<file path="src/rtl/ofdm_defs.sv">
// Shared encodings for the OFDM load sequencer: buffer load-select codes
// and controller states.
package ofdm_defs;

  localparam logic [1:0] LSEL_IDLE = 2'd0;
  localparam logic [1:0] LSEL_LOAD = 2'd1;
  localparam logic [1:0] LSEL_RUN  = 2'd2;

  typedef enum logic [1:0] {
    ST_IDLE = 2'd0,
    ST_FILL = 2'd1,
    ST_LOAD = 2'd2,
    ST_RUN  = 2'd3
  } state_t;

  // Load-select code presented to the buffer while in a given state.
  function automatic logic [1:0] lsel_of(input state_t st);
    logic [1:0] code;
    code = LSEL_IDLE;
    case (st)
      ST_LOAD: code = LSEL_LOAD;
      ST_RUN:  code = LSEL_RUN;
      default: code = LSEL_IDLE;
    endcase
    return code;
  endfunction

endpackage

</file>
<file path="src/rtl/ofdm_load_sequencer_wrap_counter.sv">
// Modulo-MOD up-counter with synchronous clear. The wrap flag is high in
// the cycle whose increment takes the count from MOD-1 back to 0.
module wrap_counter #(
  parameter int MOD = 64,
  parameter int W   = (MOD > 1) ? $clog2(MOD) : 1
) (
  input  logic         clk,
  input  logic         reset,
  input  logic         clr,
  input  logic         inc,
  output logic [W-1:0] cnt,
  output logic         wrap
);

  logic at_last;

  // Explicit terminal compare so non-power-of-two moduli wrap correctly.
  assign at_last = (cnt == W'(MOD - 1));
  assign wrap    = inc && at_last;

  // Count register; clear wins over increment.
  always_ff @(posedge clk or posedge reset) begin
    if (reset)       cnt <= '0;
    else if (clr)    cnt <= '0;
    else if (inc)    cnt <= at_last ? '0 : cnt + W'(1);
  end

endmodule

</file>
<file path="src/rtl/ofdm_load_sequencer.sv">
// OFDM load-select sequencer: counts accepted samples into symbols and
// symbols into frames, and steers the symbol buffer (idle / load / run).
//
// state | meaning
// IDLE  | waiting for enable after reset
// FILL  | filling the first symbol after reset/restart, buffer idle
// LOAD  | one-cycle load strobe, a sample here is sample 0 of the next symbol
// RUN   | filling subsequent symbols while the IFFT/FFT runs
module ofdm_load_sequencer
  import ofdm_defs::*;
#(
  parameter int SYM_LEN        = 64,
  parameter int SYMS_PER_FRAME = 8,
  parameter int IDX_W          = $clog2(SYM_LEN),
  parameter int SYM_W          = (SYMS_PER_FRAME > 1) ? $clog2(SYMS_PER_FRAME) : 1
) (
  input  logic             clk,
  input  logic             reset,
  input  logic             enable,
  input  logic             restart,
  input  logic             in_valid,
  output logic [1:0]       load_sel,
  output logic             load_pulse,
  output logic [IDX_W-1:0] sample_idx,
  output logic [SYM_W-1:0] sym_idx,
  output logic             frame_start,
  output logic             frame_end,
  output logic             busy
);

  state_t state, state_nxt;
  logic   accept;
  logic   cnt_inc;
  logic   sample_wrap;
  logic   sym_wrap;

  // LOAD never stalls input, so every non-IDLE state accepts samples.
  assign accept  = enable && in_valid && (state != ST_IDLE);
  assign cnt_inc = accept && !restart;

  wrap_counter #(.MOD(SYM_LEN), .W(IDX_W)) u_sample_cnt (
    .clk   (clk),
    .reset (reset),
    .clr   (restart),
    .inc   (cnt_inc),
    .cnt   (sample_idx),
    .wrap  (sample_wrap)
  );

  wrap_counter #(.MOD(SYMS_PER_FRAME), .W(SYM_W)) u_sym_cnt (
    .clk   (clk),
    .reset (reset),
    .clr   (restart),
    .inc   (sample_wrap),
    .cnt   (sym_idx),
    .wrap  (sym_wrap)
  );

  // State register.
  always_ff @(posedge clk or posedge reset) begin
    if (reset) state <= ST_IDLE;
    else       state <= state_nxt;
  end

  // Next-state logic; restart overrides every transition.
  always_comb begin
    state_nxt = state;
    if (restart) begin
      state_nxt = ST_FILL;
    end else begin
      case (state)
        ST_IDLE: if (enable) state_nxt = ST_FILL;
        ST_FILL: if (sample_wrap) state_nxt = ST_LOAD;
        ST_LOAD: state_nxt = ST_RUN;
        ST_RUN:  if (sample_wrap) state_nxt = ST_LOAD;
        default: state_nxt = ST_IDLE;
      endcase
    end
  end

  // Registered outputs decoded from the upcoming state and counter events.
  always_ff @(posedge clk or posedge reset) begin
    if (reset) begin
      load_sel    <= LSEL_IDLE;
      load_pulse  <= 1'b0;
      frame_start <= 1'b0;
      frame_end   <= 1'b0;
      busy        <= 1'b0;
    end else begin
      load_sel    <= lsel_of(state_nxt);
      load_pulse  <= (state_nxt == ST_LOAD);
      frame_start <= cnt_inc && (sample_idx == '0) && (sym_idx == '0);
      frame_end   <= sym_wrap;
      busy        <= (state_nxt != ST_IDLE);
    end
  end

endmodule

</file>
<file path="config.mk">
export PLATFORM = sky130hd
export DESIGN_NAME = ofdm_load_sequencer
export DESIGN_NICKNAME = d
export VERILOG_FILES = /design/src/rtl/ofdm_defs.sv /design/src/rtl/ofdm_load_sequencer_wrap_counter.sv /design/src/rtl/ofdm_load_sequencer.sv
export SDC_FILE = /design/constraint.sdc
export NUM_CORES = 1
export LEC_CHECK = 0
export CAP_MARGIN = 30
export CORE_UTILIZATION = 46
export DETAILED_ROUTE_END_ITERATION = 16
export GPL_TIMING_DRIVEN = 0
export PLACE_DENSITY = 0.87
export SYNTH_ARGS = -nofsm -noshare
export SYNTH_HDL_FRONTEND = slang
export SYNTH_HIERARCHICAL = 1
export SYNTH_SLANG_ARGS = --single-unit
</file>
<file path="constraint.sdc">
create_clock -name clk -period 2.1 [get_ports clk]
set_input_delay 0.21 -clock clk [delete_from_list [all_inputs] [get_ports clk]]
set_output_delay 0.21 -clock clk [all_outputs]
set_load 0.01 [all_outputs]
</file>
==> reports/metrics.yaml <==
sta:
  whs_ns: 0.158
  fin_worst_skew_ns: 0.00278
  hold_violations: 0
  period_share_pct: 90.6
  rsz0062_at_grt: "false"
  maxClockFrequency_mhz: 525
  tightest_slew_ns: 0.536
  maxSlewHeadroom_pct: 64.3
  maxSlewViolCount: 0
  setup_viol: 0
  setup_tns_ns: 0
  period_minus_slack_ns: 1.90
finish:
  finalInstanceArea_sq_um: 988
  drive_gt1_share_pct: 8.79
  fillers: 127
  num_antenna_cells: 0
  final_core_util_pct: 64.9
  layout_common_cells: "clkdlybuf4s50_1 (18), dfrtp_1 (16), nor2_1 (9)"
  area_growth_pct: 30.6
  layout_commonest_cell: "clkdlybuf4s50_1"
  nNetsFinal: 101
clocking:
  clock-sinks: 16
  clk_pin_slew_ns: 0.08
  clk_latency_ns: 0.28
  clock_path_buffers: 2
  cts_tree: "done"
  numCtsBuffers: 3
  postCtsSetupBuffers: 0
  root_buffer: "clkbuf_4"
  cts_htree_levels: 1
  cts-hold-fix-buffers: 0
floorplan:
  initial_core_util_pct: 49.7
  dieHeight_um: 42.6
  row_count: 14
  dieArea_sq_um: 1810
  core_area_sq_um: 1520
  io_pins: 20
  fp.dieW_um: 42.6
placed_design:
  place_congestion: 0.699
  io_buffer_count: 19
  post-dp-hpwl_mm: 1.17
  placed_cell_area_sq_um: 967
critical_path:
  cp.required_ns: 2.30
  cp_slowest_cell: "dlygate4sd2_1"
  cp-start-kind: "primary input"
  cp.arrival_ns: 2.11
  path_class: "primary input to flop"
  cp-end-kind: "flop"
  cpPeakStageDelay_ns: 0.41
  crit_chain: "dlygate4sd2_1 -> nand3b_4 -> nor2_1 -> and4_2 -> or3b_1 -> a21oi_2"
  worstPathMaxFanout: 15
power:
  peakVddDrop_v: 0.000435
  total_power_uw: 497
  p_per_area_nw_per_um2: 503
  p_leak_nw: 0.452
global_route:
  grt_pass1_wl_mm: 2.50
  antenna_found_initial: 0
  grt_pass1_vias: 563
  grt_overflow: 0
  grt_max_degree: 16
  grtUsageTotal_pct: 19.2
logic_synthesis:
  ys_seq_area_share_pct: 52.9
  syn_avg_cell_area_sq_um: 11.0
  syn-num-nets: 77
  ys_ff_latch: 16
  ys.flop_type: "dfrtp_1"
  synth_edf_count: 0
  yosysUniqueCellTypes: 26
  syn-instance-count: 69
  yosys_warnings: 6
  syn-cell-area_sq_um: 757
  ys_async_sr_fraction_pct: 100
detailed_routing:
  drt-initial-drc-count: 15
  viasPerCell: 5.86
  via_count: 627
  drt-total-wl_mm: 1.56
  post_drt_wl_per_cell_um: 14.5
  ant_nets: 0
  drt_pass1_iterations: 4
  drc: 0
min_path:
  min_path_type: "primary input to asynchronous set/reset pin"
outcome:
  status: "finished, final reports clean"
run:
  maxCapViolCount: 0
## per-stage QoR
stage	setup slack, ns	instances
6_report	0.197	107
5_1_grt	0.100	107
4_1_cts	0.216	107
3_5_place_dp	-0.410	104
3_3_place_gp	-0.399	104
2_1_floorplan	0.504	69
## final cells by class
type	count	area, sq um	share of cell area [%]
Buffer	1	7.51	0.759
Clock buffer	3	22.5	2.28
Inverter	4	15.0	1.52
Multi-Input combinational cell	48	334	33.8
Sequential cell	16	400	40.5
Tap cell	16	20.0	2.03
Timing Repair Buffer	19	189	19.1
## synthesized netlist by cell type (2+ instances only)
cell,n,area [sq um]
nand2b_1,2,12.5
nand2_1,3,11.3
a21oi_1,3,15.0
mux2i_1,3,30.0
ha_1,3,37.5
nor3_1,3,15.0
xor2_1,3,26.3
inv_1,4,15.0
dfrtp_1,16,400
and3_1,2,12.5
and2_1,2,12.5
nand4_1,3,18.8
nor2_1,9,33.8
## worst max-delay path, delay by kind of cell
kind,cells,cell delay [ns]
compound gates,1,0.12
buf+inv,1,0.41
simple gates,4,1.36
## layer usage
metal / part of all wire [%] / vias to the layer above / global-route usage, %
met5: 0 / - / 0
met4: 2.4 / 0 / 11.3
met3: 6.4 / 6 / 4.31
met2: 49 / 40 / 32.0
met1: 42 / 296 / 22.4
li1: - / 285 / -
## path summary, 6_finish.rpt
check | from | end | slack [ns] | depth (start not counted)
max | restart | u_sym_cnt/cnt[0] | 0.20 | 6
min | reset | u_sym_cnt/cnt[1] | 0.16 | 2
max reg2reg | state[1] | u_sym_cnt/cnt[0] | 0.30 | 5
min reg2reg | state[0] | busy | 0.55 | 2
max in group asynchronous | reset | u_sample_cnt/cnt[3] | 1.68 | 2
min in group clk | restart | u_sample_cnt/cnt[1] | 0.54 | 2
## cell families after synthesis
kind of cell / share of synthesized area (%)
AOI/OAI and AO/OA: 6.12
xor gates and xnor gates: 3.47
adders and majority gates: 4.96
buffers and inverters: 2.97
DFF: 52.9
muxes: 3.97
and+or+nand+nor: 25.6
## flip-flops by register name, summed over array words and instances, names as in the netlist
signal            cells
state                 2
u_sym_cnt/cnt         3
load_sel              1
frame_end             1
u_sample_cnt/cnt      6
load_pulse            1
frame_start           1
busy                  1
## what timing repair did
item / CTS / global route
setup endpoints to repair: 1 / 0
endpoints found under the hold margin: 0 / 0
resized for setup: 1 / 0
## where the power goes
group	total (mW)	switching [mW]	internal, mW
clock	0.151	0.0850	0.0664
sequential	0.312	0.00281	0.310
combinational	0.0334	0.0185	0.0150
total	0.497	0.106	0.391
Note: power is estimated with default switching activity, not from simulation.
